$ cat src/rtl/sw_host_driver.sv
// Host-side sequencer for the Smith-Waterman accelerator: takes host commands,
// streams the T sequence into the accelerator, serves S chunks on request and
// returns the final score. Any stream underrun or zero-length command parks the
// block in ERROR until the host issues CLEAR.
module sw_host_driver #(
  parameter int PE_SIZE     = 64,
  parameter int PE_SIZE_LOG = 6,
  parameter int VEF_BIT     = 16
) (
  input  logic                   clk,
  input  logic                   rst_n,
  input  logic                   i_cmd_valid,
  input  logic [1:0]             i_cmd_op,
  input  logic [15:0]            i_t_len,
  input  logic [15:0]            i_s_len,
  output logic                   o_cmd_ready,
  input  logic [17:0]            i_t_word,
  input  logic                   i_t_word_valid,
  output logic                   o_t_word_ready,
  input  logic [2*PE_SIZE-1:0]   i_s_chunk,
  input  logic                   i_s_chunk_valid,
  output logic                   o_s_chunk_ready,
  output logic                   o_set_t,
  output logic                   o_start_cal,
  output logic [17:0]            o_t,
  output logic [2*PE_SIZE-1:0]   o_s,
  output logic [PE_SIZE_LOG:0]   o_s_valid,
  input  logic                   i_request_s,
  input  logic                   i_busy,
  input  logic [VEF_BIT-1:0]     i_result,
  input  logic                   i_valid,
  output logic                   o_done,
  output logic [VEF_BIT-1:0]     o_score,
  output logic                   o_error
);

  localparam logic [1:0] OP_CLEAR  = 2'b00;
  localparam logic [1:0] OP_LOAD_T = 2'b01;
  localparam logic [1:0] OP_RUN    = 2'b10;

  // Four-bit encoding leaves unused codes so a corrupted state is detectable.
  localparam logic [3:0] S_IDLE   = 4'd0;
  localparam logic [3:0] S_T_ARM  = 4'd1;
  localparam logic [3:0] S_T_LEN  = 4'd2;
  localparam logic [3:0] S_T_DATA = 4'd3;
  localparam logic [3:0] S_T_WAIT = 4'd4;
  localparam logic [3:0] S_CALC   = 4'd5;
  localparam logic [3:0] S_DRAIN  = 4'd6;
  localparam logic [3:0] S_ERROR  = 4'd7;

  logic [3:0]           state;
  logic [15:0]          t_len_q;
  logic [15:0]          t_rem;
  logic [15:0]          s_rem;
  logic [1:0]           wait_cnt;
  logic [2*PE_SIZE-1:0] s_buf;
  logic                 s_buf_full;

  logic                 s_take;
  logic                 s_from_buf;
  logic                 s_bypass;
  logic                 s_underrun;
  logic                 s_chunk_acc;
  logic [15:0]          s_take_n;

  // Bases delivered by one S request: the remainder, capped at one PE row.
  function automatic logic [15:0] chunk_take(input logic [15:0] rem);
    if (rem > 16'(PE_SIZE)) return 16'(PE_SIZE);
    return rem;
  endfunction

  // Nine bases leave per T word; the counter bottoms out at zero.
  function automatic logic [15:0] t_rem_next(input logic [15:0] rem);
    if (rem > 16'd9) return rem - 16'd9;
    return 16'd0;
  endfunction

  // S request decode: a score result pre-empts a request in the same cycle.
  always_comb begin
    s_take          = (state == S_CALC) && i_request_s && !i_valid && (s_rem != 16'd0);
    s_from_buf      = s_take && s_buf_full;
    s_bypass        = s_take && !s_buf_full && i_s_chunk_valid;
    s_underrun      = s_take && !s_buf_full && !i_s_chunk_valid;
    o_s_chunk_ready = (state == S_CALC) && (!s_buf_full || s_from_buf);
    s_chunk_acc     = o_s_chunk_ready && i_s_chunk_valid;
    s_take_n        = chunk_take(s_rem);
  end

  // Host and T-stream handshakes are decoded straight from the state.
  always_comb begin
    o_cmd_ready    = (state == S_IDLE);
    o_t_word_ready = (state == S_T_DATA);
    o_set_t        = (state == S_T_ARM) && i_t_word_valid;
    o_t            = '0;
    if (state == S_T_LEN)
      o_t = {2'b00, t_len_q};
    else if ((state == S_T_DATA) && i_t_word_valid)
      o_t = i_t_word;
  end

  // Sequencer, counters, S buffer and registered accelerator/status outputs.
  always_ff @(posedge clk or negedge rst_n) begin
    if (!rst_n) begin
      state       <= S_IDLE;
      t_len_q     <= '0;
      t_rem       <= '0;
      s_rem       <= '0;
      wait_cnt    <= '0;
      s_buf       <= '0;
      s_buf_full  <= 1'b0;
      o_start_cal <= 1'b0;
      o_done      <= 1'b0;
      o_s         <= '0;
      o_s_valid   <= '0;
      o_score     <= '0;
      o_error     <= 1'b0;
    end else begin
      o_start_cal <= 1'b0;
      o_done      <= 1'b0;
      o_s         <= '0;
      o_s_valid   <= '0;
      case (state)
        S_IDLE: begin
          if (i_cmd_valid) begin
            case (i_cmd_op)
              OP_LOAD_T: begin
                if (i_t_len != 16'd0) begin
                  t_len_q <= i_t_len;
                  state   <= S_T_ARM;
                end else begin
                  o_error <= 1'b1;
                  state   <= S_ERROR;
                end
              end
              OP_RUN: begin
                if (i_s_len != 16'd0) begin
                  s_rem       <= i_s_len;
                  s_buf_full  <= 1'b0;
                  o_start_cal <= 1'b1;
                  state       <= S_CALC;
                end else begin
                  o_error <= 1'b1;
                  state   <= S_ERROR;
                end
              end
              default: ;
            endcase
          end
        end
        S_T_ARM: begin
          if (i_t_word_valid) state <= S_T_LEN;
        end
        S_T_LEN: begin
          t_rem <= t_len_q;
          state <= S_T_DATA;
        end
        S_T_DATA: begin
          if (!i_t_word_valid) begin
            o_error <= 1'b1;
            state   <= S_ERROR;
          end else begin
            t_rem <= t_rem_next(t_rem);
            if (t_rem <= 16'd9) begin
              wait_cnt <= '0;
              state    <= S_T_WAIT;
            end
          end
        end
        S_T_WAIT, S_DRAIN: begin
          if (wait_cnt == 2'd3) begin
            if (!i_busy) state <= S_IDLE;
          end else begin
            wait_cnt <= wait_cnt + 2'd1;
          end
        end
        S_CALC: begin
          if (i_valid) begin
            o_score  <= i_result;
            o_done   <= 1'b1;
            wait_cnt <= '0;
            state    <= S_DRAIN;
          end else if (s_underrun) begin
            o_error <= 1'b1;
            state   <= S_ERROR;
          end
          if (s_from_buf || s_bypass) begin
            o_s       <= s_from_buf ? s_buf : i_s_chunk;
            o_s_valid <= s_take_n[PE_SIZE_LOG:0];
            s_rem     <= s_rem - s_take_n;
          end
          if (s_from_buf) begin
            s_buf_full <= s_chunk_acc;
            if (s_chunk_acc) s_buf <= i_s_chunk;
          end else if (s_chunk_acc && !s_bypass) begin
            s_buf_full <= 1'b1;
            s_buf      <= i_s_chunk;
          end
        end
        S_ERROR: begin
          if (i_cmd_valid && (i_cmd_op == OP_CLEAR)) begin
            o_error <= 1'b0;
            state   <= S_IDLE;
          end
        end
        default: state <= S_IDLE;
      endcase
    end
  end

endmodule

$ cat config.mk
export PLATFORM = sky130hd
export DESIGN_NAME = sw_host_driver
export DESIGN_NICKNAME = d
export VERILOG_FILES = /design/src/rtl/sw_host_driver.sv
export SDC_FILE = /design/constraint.sdc
export NUM_CORES = 1
export LEC_CHECK = 0
export CAP_MARGIN = 40
export CORE_ASPECT_RATIO = 0.9
export CORE_MARGIN = 2
export CORE_UTILIZATION = 45
export CTS_BUF_LIST = sky130_fd_sc_hd__clkbuf_16
export DETAILED_ROUTE_END_ITERATION = 8
export PLACE_DENSITY = 0.77
export SETUP_SLACK_MARGIN = 0.02
export SKIP_CTS_REPAIR_TIMING = 1
export SLEW_MARGIN = 30
export SYNTH_ARGS = -nofsm -noshare
export SYNTH_HDL_FRONTEND = slang
export SYNTH_SLANG_ARGS = --single-unit
$ cat constraint.sdc
create_clock -name clk -period 2.5 [get_ports clk]
set_input_delay 0.5 -clock clk [delete_from_list [all_inputs] [get_ports clk]]
set_output_delay 0.5 -clock clk [all_outputs]
set_load 0.01 [all_outputs]
==> impl_results.md, run 1 <==
- Status: complete, but fails checks
- Failing checks: negative setup slack
- Post-synthesis compound-gate area fraction: 11.85%
- Met3 wire length: 3297 µm
- CP endpoint: o_s_chunk_ready
- RSZ-0062 raised after global routing: true
- Met2 WL: 22510 µm
- Reg2reg start: s_rem[3]$_DFFE_PN0P_
- Hold Slack: 0.4956 ns
- Root Driver: clkbuf_16
- Max-Cap Viols: 0
- Antenna violations before repair: 1
- Synth Register Bits: 336
- Vias: 12.34k
- Post-synthesis average cell area: 11.41 µm²
- Worst Setup Start Kind: register
- Actual slew at the worst max-slew pin: 0.5057 ns
- Die area: 34270 µm²
- CTS tree: yes
- Tmin final: 2.670 ns
- Largest family of logic cells by synthesized area: multiplexers
- Endpoints failing hold: 0
- Detail Route Antenna Nets: 0
- Post-synthesis simple-gate area fraction: 11.66%
- Nets@finish: 1984
- Layout cells sized above 1: 23.10%
- Clock buffer depth: 3
- Max Clock Freq: 374.5 MHz
- PwrDens: 986.0 nW/µm²
- I/O Pins: 380
- Worst-path clk slew: 0.06 ns
- Routed WL per cell: 20.71 µm
- Top sig layer: met4
- Slew Limit Fails: 0
- DR pass1 iterations: 7
- Die width: 194.9 µm
- CTS H-tree lvls: 2
- Max_slew headroom: 65.42%
- EDFF count, synth: 0
- Num CTS Buffers: 37
- Placed Area: 19900 µm²
- Rows: 62
- Proportion of synthesized area in mux cells: 15.67%
- Number of global-route vias before repair: 12.27k
- Detailed Route WL: 46010 µm
- CORE AREA: 32120 µm²
- Crit path kind: register to primary output
- Pin count of the biggest net entering global routing: 86
- Mapped Area: 14760 µm²
- Die span in y: 175.8 µm
- R2R cell count: 11
- Clock sinks: 336
- Final setup fails: 134
- CP required: 2.00 ns
- Reg2reg setup slack: -0.12 ns
- Seq/Total Area, Yosys: 56.97%
- Hold Path Class: input port to async pin
- Synth Area in XOR/XNOR: 0%
- Synth Flop Type: dfrtp_1
- First-pass GRT wire length: 67720 µm
- Final worst slack: -0.1701 ns
- Yosys warns: 0
- Total Routing Usage GR: 24.72%
- RR Endpoint: s_buf[43]$_DFFE_PN0P_
- Critical Path Start: s_rem[3]$_DFFE_PN0P_
- Fin area: 21950 µm²
- Synth Instances: 1293
- Vias per cell: 5.554
- Detailed-route DRC error count: 0
- Cell variety after synth: 68
- Static Leakage: 10.53 nW
- Total power draw: 0.02164 W
- Half-perimeter wire length after placement: 29050 µm
- Ys async rst share: 100.0%
- Clock latency on the worst-skew pair: 0.54 ns
- Initial DRC count: 923
- Syn Nets: 1501
- Clock skew: 0.01759 ns
- Gpl congestion: 0.9178
- Synth Area in Adders: 0.3391%
- Worst setup EP type: primary output
- Peak supply drop: 0.6549 mV
- Critical-path maximum fanout: 3
- Fin crit share: 106.8%
- M1 wire length: 18680 µm
- Crit path DAT: 2.17 ns
- Starting Density: 45.96%
- GR Overflow Total: 0
- Area growth, synth to finish: 48.72%
- Port bufs: 379
cells in the mapped netlist, drive strengths merged (3+ instances only):
cell     instances  area share (%)
buf             40             1.8
nor2b            3            0.13
o41ai            3            0.18
a32oi            5            0.30
mux2           161              15
nor4            18            0.76
nand3            7            0.24
nand2          290             7.4
dfrtp          336              57
nor3            20            0.68
inv             21            0.53
o22ai           10            0.42
o31a             3            0.18
nand2b           9            0.38
mux2i            5            0.34
a2bb2oi          3            0.18
nor2            25            0.64
or3              5            0.21
o2bb2ai          3            0.18
and3             8            0.34
a221o            6            0.41
o211ai           3            0.15
a211oi           6            0.34
o21bai           3            0.15
a211o            3            0.18
or4              5            0.28
o21ai           30             1.0
ha               4            0.34
and2             3            0.13
nand4            3            0.13
a22oi            8            0.41
a31oi            4            0.17
o221ai           5            0.30
clkbuf          43             1.1
a21oi          144             4.9
a22o            18             1.1
placed cells by master, fill, tap and decap left out, types with 5 or more instances in the layout:
cell	count
mux2i_1	5
mux2_4	123
clkbuf_16	50
nand3_1	6
clkbuf_2	7
clkdlybuf4s50_1	356
dfrtp_2	6
nor4_1	14
a21oi_1	142
inv_1	26
nand2b_1	7
mux2_2	38
o21ai_0	28
dfrtp_1	330
and3_1	8
a221o_1	6
nand2_1	288
buf_8	7
dlymetal6s2s_1	14
a22oi_1	7
nor3_1	18
buf_6	7
clkinv_1	10
buf_12	23
nor2_1	23
a22o_1	18
buf_4	91
o22ai_1	10
buf_16	6
through the flow:
stage / worst slack [ns] / std cells / utilization (%) / TNS, ns
floorplan: 0.04959 / 1293 / - / 0
global placement: -0.2528 / 2115 / 61.96 / -30.94
detailed placement: -0.2951 / 2115 / 61.96 / -38.90
CTS: -0.7412 / 2183 / 65.56 / -9.874
global route: -0.2424 / 2222 / 68.35 / -17.25
finish: -0.1701 / 2222 / 68.35 / -9.052
routing by layer:
layer,GRT usage (%),vias up
li1,-,5513
met1,32.52,6135
met2,40.91,572
met3,4.839,120
met4,9.033,0
met5,0,-
where the power goes:
| group | internal [W] | switching (W) |
|---|---|---|
| Sequential | 0.00714 | 0.00127 |
| Clock | 0.00294 | 0.00232 |
| Combinational | 0.00456 | 0.00341 |
flip-flops by register name, summed over array words and instances, names as in the netlist:
register / flops
o_done: 1
o_error: 1
o_s: 128
o_s_valid: 7
o_score: 16
o_start_cal: 1
s_buf: 128
s_buf_full: 1
s_rem: 16
state: 3
t_len_q: 16
t_rem: 16
wait_cnt: 2
area by class of cell:
class | count | area (µm²)
Sequential cell | 336 | 8416
Multi-Input combinational cell | 852 | 6157
Tap cell | 416 | 520.5
Timing Repair Buffer | 527 | 5612
Inverter | 22 | 85.08
Fill cell | 2270 | 10170
Antenna cell | 1 | 2.502
Clock inverter | 31 | 231.5
Clock buffer | 37 | 925.9
worst min path at each step:
| stage | slack [ns] | end | cells after the start | from |
|---|---|---|---|---|
| after global routing | 0.52 | s_buf[69]$_DFFE_PN0P_ | 1 | s_buf[69]$_DFFE_PN0P_ |
| after CTS | -0.11 | o_s_valid[6]$_DFF_PN0_ | 1 | rst_n |
| after global placement | 0.45 | s_buf[6]$_DFFE_PN0P_ | 1 | rst_n |
| after floorplan | 0.20 | o_done$_DFF_PN0_ | 0 | rst_n |
| final | 0.50 | t_rem[2]$_DFFE_PN0P_ | 2 | rst_n |
| after detailed placement | 0.46 | t_rem[7]$_DFFE_PN0P_ | 1 | rst_n |
kinds of logic (layout without fill, tap and decap cells):
kind of cell | count (synthesis) | in the layout
multiplexers | 166 | 166
buffers and inverters | 105 | 617
flip-flops | 336 | 336
other | 1 | 2
adder cells (fa/ha/maj) | 4 | 4
AO/OA/AOI/OAI | 278 | 278
AND/OR/NAND/NOR | 403 | 403
critical path: stages, from the launching register on:
cell and delay, ns:
dfrtp_1 0.38, or3_4 0.39, or4_4 0.46, o21ai_4 0.17, o21ai_2 0.10, clkbuf_2 0.14
Power figures use the tool's default switching activity.
==> inputs of run 2 (changes only) <==
--- a/config.mk
+++ b/config.mk
@@ -8,12 +8,12 @@
 export CAP_MARGIN = 40
 export CORE_ASPECT_RATIO = 0.9
 export CORE_MARGIN = 2
-export CORE_UTILIZATION = 45
+export CORE_UTILIZATION = 49
 export CTS_BUF_LIST = sky130_fd_sc_hd__clkbuf_16
 export DETAILED_ROUTE_END_ITERATION = 8
-export PLACE_DENSITY = 0.77
-export SETUP_SLACK_MARGIN = 0.02
+export PLACE_DENSITY = 0.8
 export SKIP_CTS_REPAIR_TIMING = 1
+export SKIP_LAST_GASP = 1
 export SLEW_MARGIN = 30
 export SYNTH_ARGS = -nofsm -noshare
 export SYNTH_HDL_FRONTEND = slang
==> constraint.sdc (replaced) <==
create_clock -name clk -period 2.66 [get_ports clk]
set_input_delay 0.532 -clock clk [delete_from_list [all_inputs] [get_ports clk]]
set_output_delay 0.532 -clock clk [all_outputs]
set_load 0.01 [all_outputs]
==> run 2 against run 1 <==
- critical path depth stayed put
- register-to-register slack better by 0.20 ns
- the run ends with negative hold slack, negative setup slack left
- die area fell by 8.0%
- critical path type unchanged
- setup slack worse by 0.0072 ns
- total power down 10%
- first-iteration DRC count is 6.8% higher
- clock-buffer cell count down 1
- global-route usage grew 2.2 points
- critical endpoint unchanged
- routed wire length shrank 2.5%
==> impl_results.md, run 2 (synthesized netlist as in run 1, its figures left out) <==
- Vias per cell: 5.655 (was 5.554)
- Clock latency on the worst-skew pair: 0.52 ns (was 0.54 ns)
- Antenna violations before repair: 0 (was 1)
- Clock Power Share: 24.2% (was 24.3%)
- CTS tree: yes (unchanged)
- Die width: 186.9 µm (was 194.9 µm)
- Number of global-route vias before repair: 12.34k (was 12.27k)
- Final setup fails: 2 (was 134)
- Endpoints failing hold: 20 (was 0)
- Peak supply drop: 0.6730 mV (was 0.6549 mV)
- Finished Layout Cells: 2171 (was 2222)
- Worst setup EP type: primary output (unchanged)
- CTS H-tree lvls: 2 (unchanged)
- Total power draw: 0.01942 W (was 0.02164 W)
- Slew Limit Fails: 0 (unchanged)
- Net switching power: 0.006188 W (was 0.006998 W)
- Internal Power: 0.01323 W (was 0.01464 W)
- DR pass1 iterations: 5 (was 7)
- Max_slew headroom: 45.48% (was 65.42%)
- Pin count of the biggest net entering global routing: 76 (was 86)
- Worst Setup Start Kind: register (unchanged)
- Inst Count DP: 2092 (was 2115)
- Detail Route Antenna Nets: 0 (unchanged)
- Status: complete, but fails checks (unchanged)
- CORE AREA: 29800 µm² (was 32120 µm²)
- Num CTS Buffers: 36 (was 37)
- Reg2reg setup slack: 0.08 ns (was -0.12 ns)
- Port bufs: 379 (unchanged)
- Sw Ratio: 31.87% (was 32.34%)
- Area growth, synth to finish: 43.12% (was 48.72%)
- Worst-path clk slew: 0.06 ns (about the same)
- Antenna Cells: 0 (was 1)
- GR Overflow Total: 0 (unchanged)
- Detailed-route DRC error count: 0 (unchanged)
- Util after Layout: 70.88% (was 68.35%)
- Max Clock Freq: 352.4 MHz
- Crit path DAT: 2.31 ns (was 2.17 ns)
- RSZ-0062 raised after global routing: true (unchanged)
- Tmin final: 2.837 ns
- Die span in y: 168.6 µm (was 175.8 µm)
- First-pass GRT wire length: 68100 µm (was 67720 µm)
- Most common cell after layout, fill and taps aside: clkdlybuf4s50_1 (unchanged)
- Layout cells sized above 1: 19.91% (was 23.10%)
- Hold Path Class: input port to async pin (unchanged)
- Routed WL per cell: 20.65 µm (was 20.71 µm)
- Largest regs: o_s: 128 flops, s_buf: 128 flops (unchanged)
- Hold Slack: -0.01429 ns (was 0.4956 ns)
- Crit path kind: register to primary output (unchanged)
- Critical-path maximum fanout: 3 (unchanged)
- Clock sinks: 336 (unchanged)
- I/O Pins: 380 (unchanged)
- Root Driver: clkbuf_16 (unchanged)
- Initial DRC count: 986 (was 923)
- Half-perimeter wire length after placement: 29550 µm (was 29050 µm)
- Max-Cap Viols: 0 (unchanged)
- Sequential share of power: 40.7% (was 38.9%)
- Total Routing Usage GR: 26.97% (was 24.72%)
- Rows: 60 (was 62)
- Die area: 31530 µm² (was 34270 µm²)
- PwrDens: 919.3 nW/µm² (was 986.0 nW/µm²)
- Detailed Route WL: 44840 µm (was 46010 µm)
- Fin crit share: 106.7%
- Actual slew at the worst max-slew pin: 0.8148 ns (was 0.5057 ns)
- Gate power share: 35.1% (was 36.8%)
- Failing checks: negative hold slack, negative setup slack (was negative setup slack)
- Final worst slack: -0.1773 ns (was -0.1701 ns)
- Static Leakage: 10.23 nW (was 10.53 nW)
- Clock skew: 0.02673 ns (was 0.01759 ns)
- CP required: 2.13 ns (was 2.00 ns)
- Nets@finish: 1953 (was 1984)
- Clock buffer depth: 3 (unchanged)
- Vias: 12.28k (was 12.34k)
- Starting Density: 49.52% (was 45.96%)
- Most frequent cells in the layout: 359 x clkdlybuf4s50_1, 333 x dfrtp_1, 289 x nand2_1 (was 356 x clkdlybuf4s50_1, 330 x dfrtp_1, 288 x nand2_1)
- Gpl congestion: 0.9112 (was 0.9178)
-- run 2: changes by cell type in the layout (fill, tap and decap cells not counted), moves of 4 or more --
| cell | previous run | this run |
|---|---|---|
| buf_12 | 23 | 14 |
| clkbuf_16 | 50 | 41 |
| clkbuf_2 | 7 | 0 |
| buf_8 | 7 | 1 |
| clkinv_1 | 10 | 5 |
| dlymetal6s2s_1 | 14 | 19 |
| buf_4 | 91 | 87 |
| inv_1 | 26 | 30 |
-- run 2: worst paths after layout --
path,cells past startpoint,end,start
max reg2reg,9,s_buf[57]$_DFFE_PN0P_,s_rem[1]$_DFFE_PN0P_
max,5,o_s_chunk_ready,s_rem[1]$_DFFE_PN0P_
min in group clk,1,wait_cnt[0]$_DFFE_PN0P_,wait_cnt[0]$_DFFE_PN0P_
min reg2reg,1,wait_cnt[0]$_DFFE_PN0P_,wait_cnt[0]$_DFFE_PN0P_
max in group asynchronous,2,o_s[26]$_DFF_PN0_,rst_n
min,1,t_len_q[11]$_DFFE_PN0P_,rst_n
-- run 2: through the flow --
| step | TNS, ns | instance area [µm²] | setup slack (ns) |
|---|---|---|---|
| after global routing | -0.4564 | 21120 | -0.2378 |
| final | -0.2296 | 21120 | -0.1773 |
| after detailed placement | -18.77 | 19640 | -0.1924 |
| after floorplan | 0 | 14770 | 0.09579 |
| after CTS | -4.648 | 20720 | -0.5466 |
| after global placement | -4.411 | 19640 | -0.07791 |
-- run 2: area by class of cell --
| class | instances | area, µm² |
|---|---|---|
| fill | 2031 | 8680 |
| sequential | 336 | 8412 |
| multi-input combinational | 852 | 5962 |
| timing repair buffer | 497 | 5082 |
| inverter | 22 | 82.58 |
| tap | 403 | 504.2 |
| clock inverter | 25 | 180.2 |
| clock buffer | 36 | 900.9 |
-- run 2: worst max-delay path: stages (launching register included) --
cell            delay [ns]
dfrtp_1               0.38
or3_4                 0.40
or4_4                 0.45
o21ai_2               0.22
o21ai_0               0.12
dlymetal6s2s_1        0.21
-- run 2: power by group through the flow --
stage	clock network [W]	logic (W)	registers (W)
after floorplan	0	0.00404	0.00764
after global placement	0	0.00629	0.00777
after detailed placement	0	0.00650	0.00784
after CTS	0.00477	0.00656	0.00782
after global routing	0.00501	0.00734	0.00805
final	0.00470	0.00682	0.00790
-- run 2: per-layer routing --
layer	global-route usage [%]	vias up	share of wire [%]
met3	4.852	104	7.0
met2	44.93	551	49
met5	0	-	0
met1	35.99	6198	40
li1	-	5424	-
met4	9.006	0	3.5
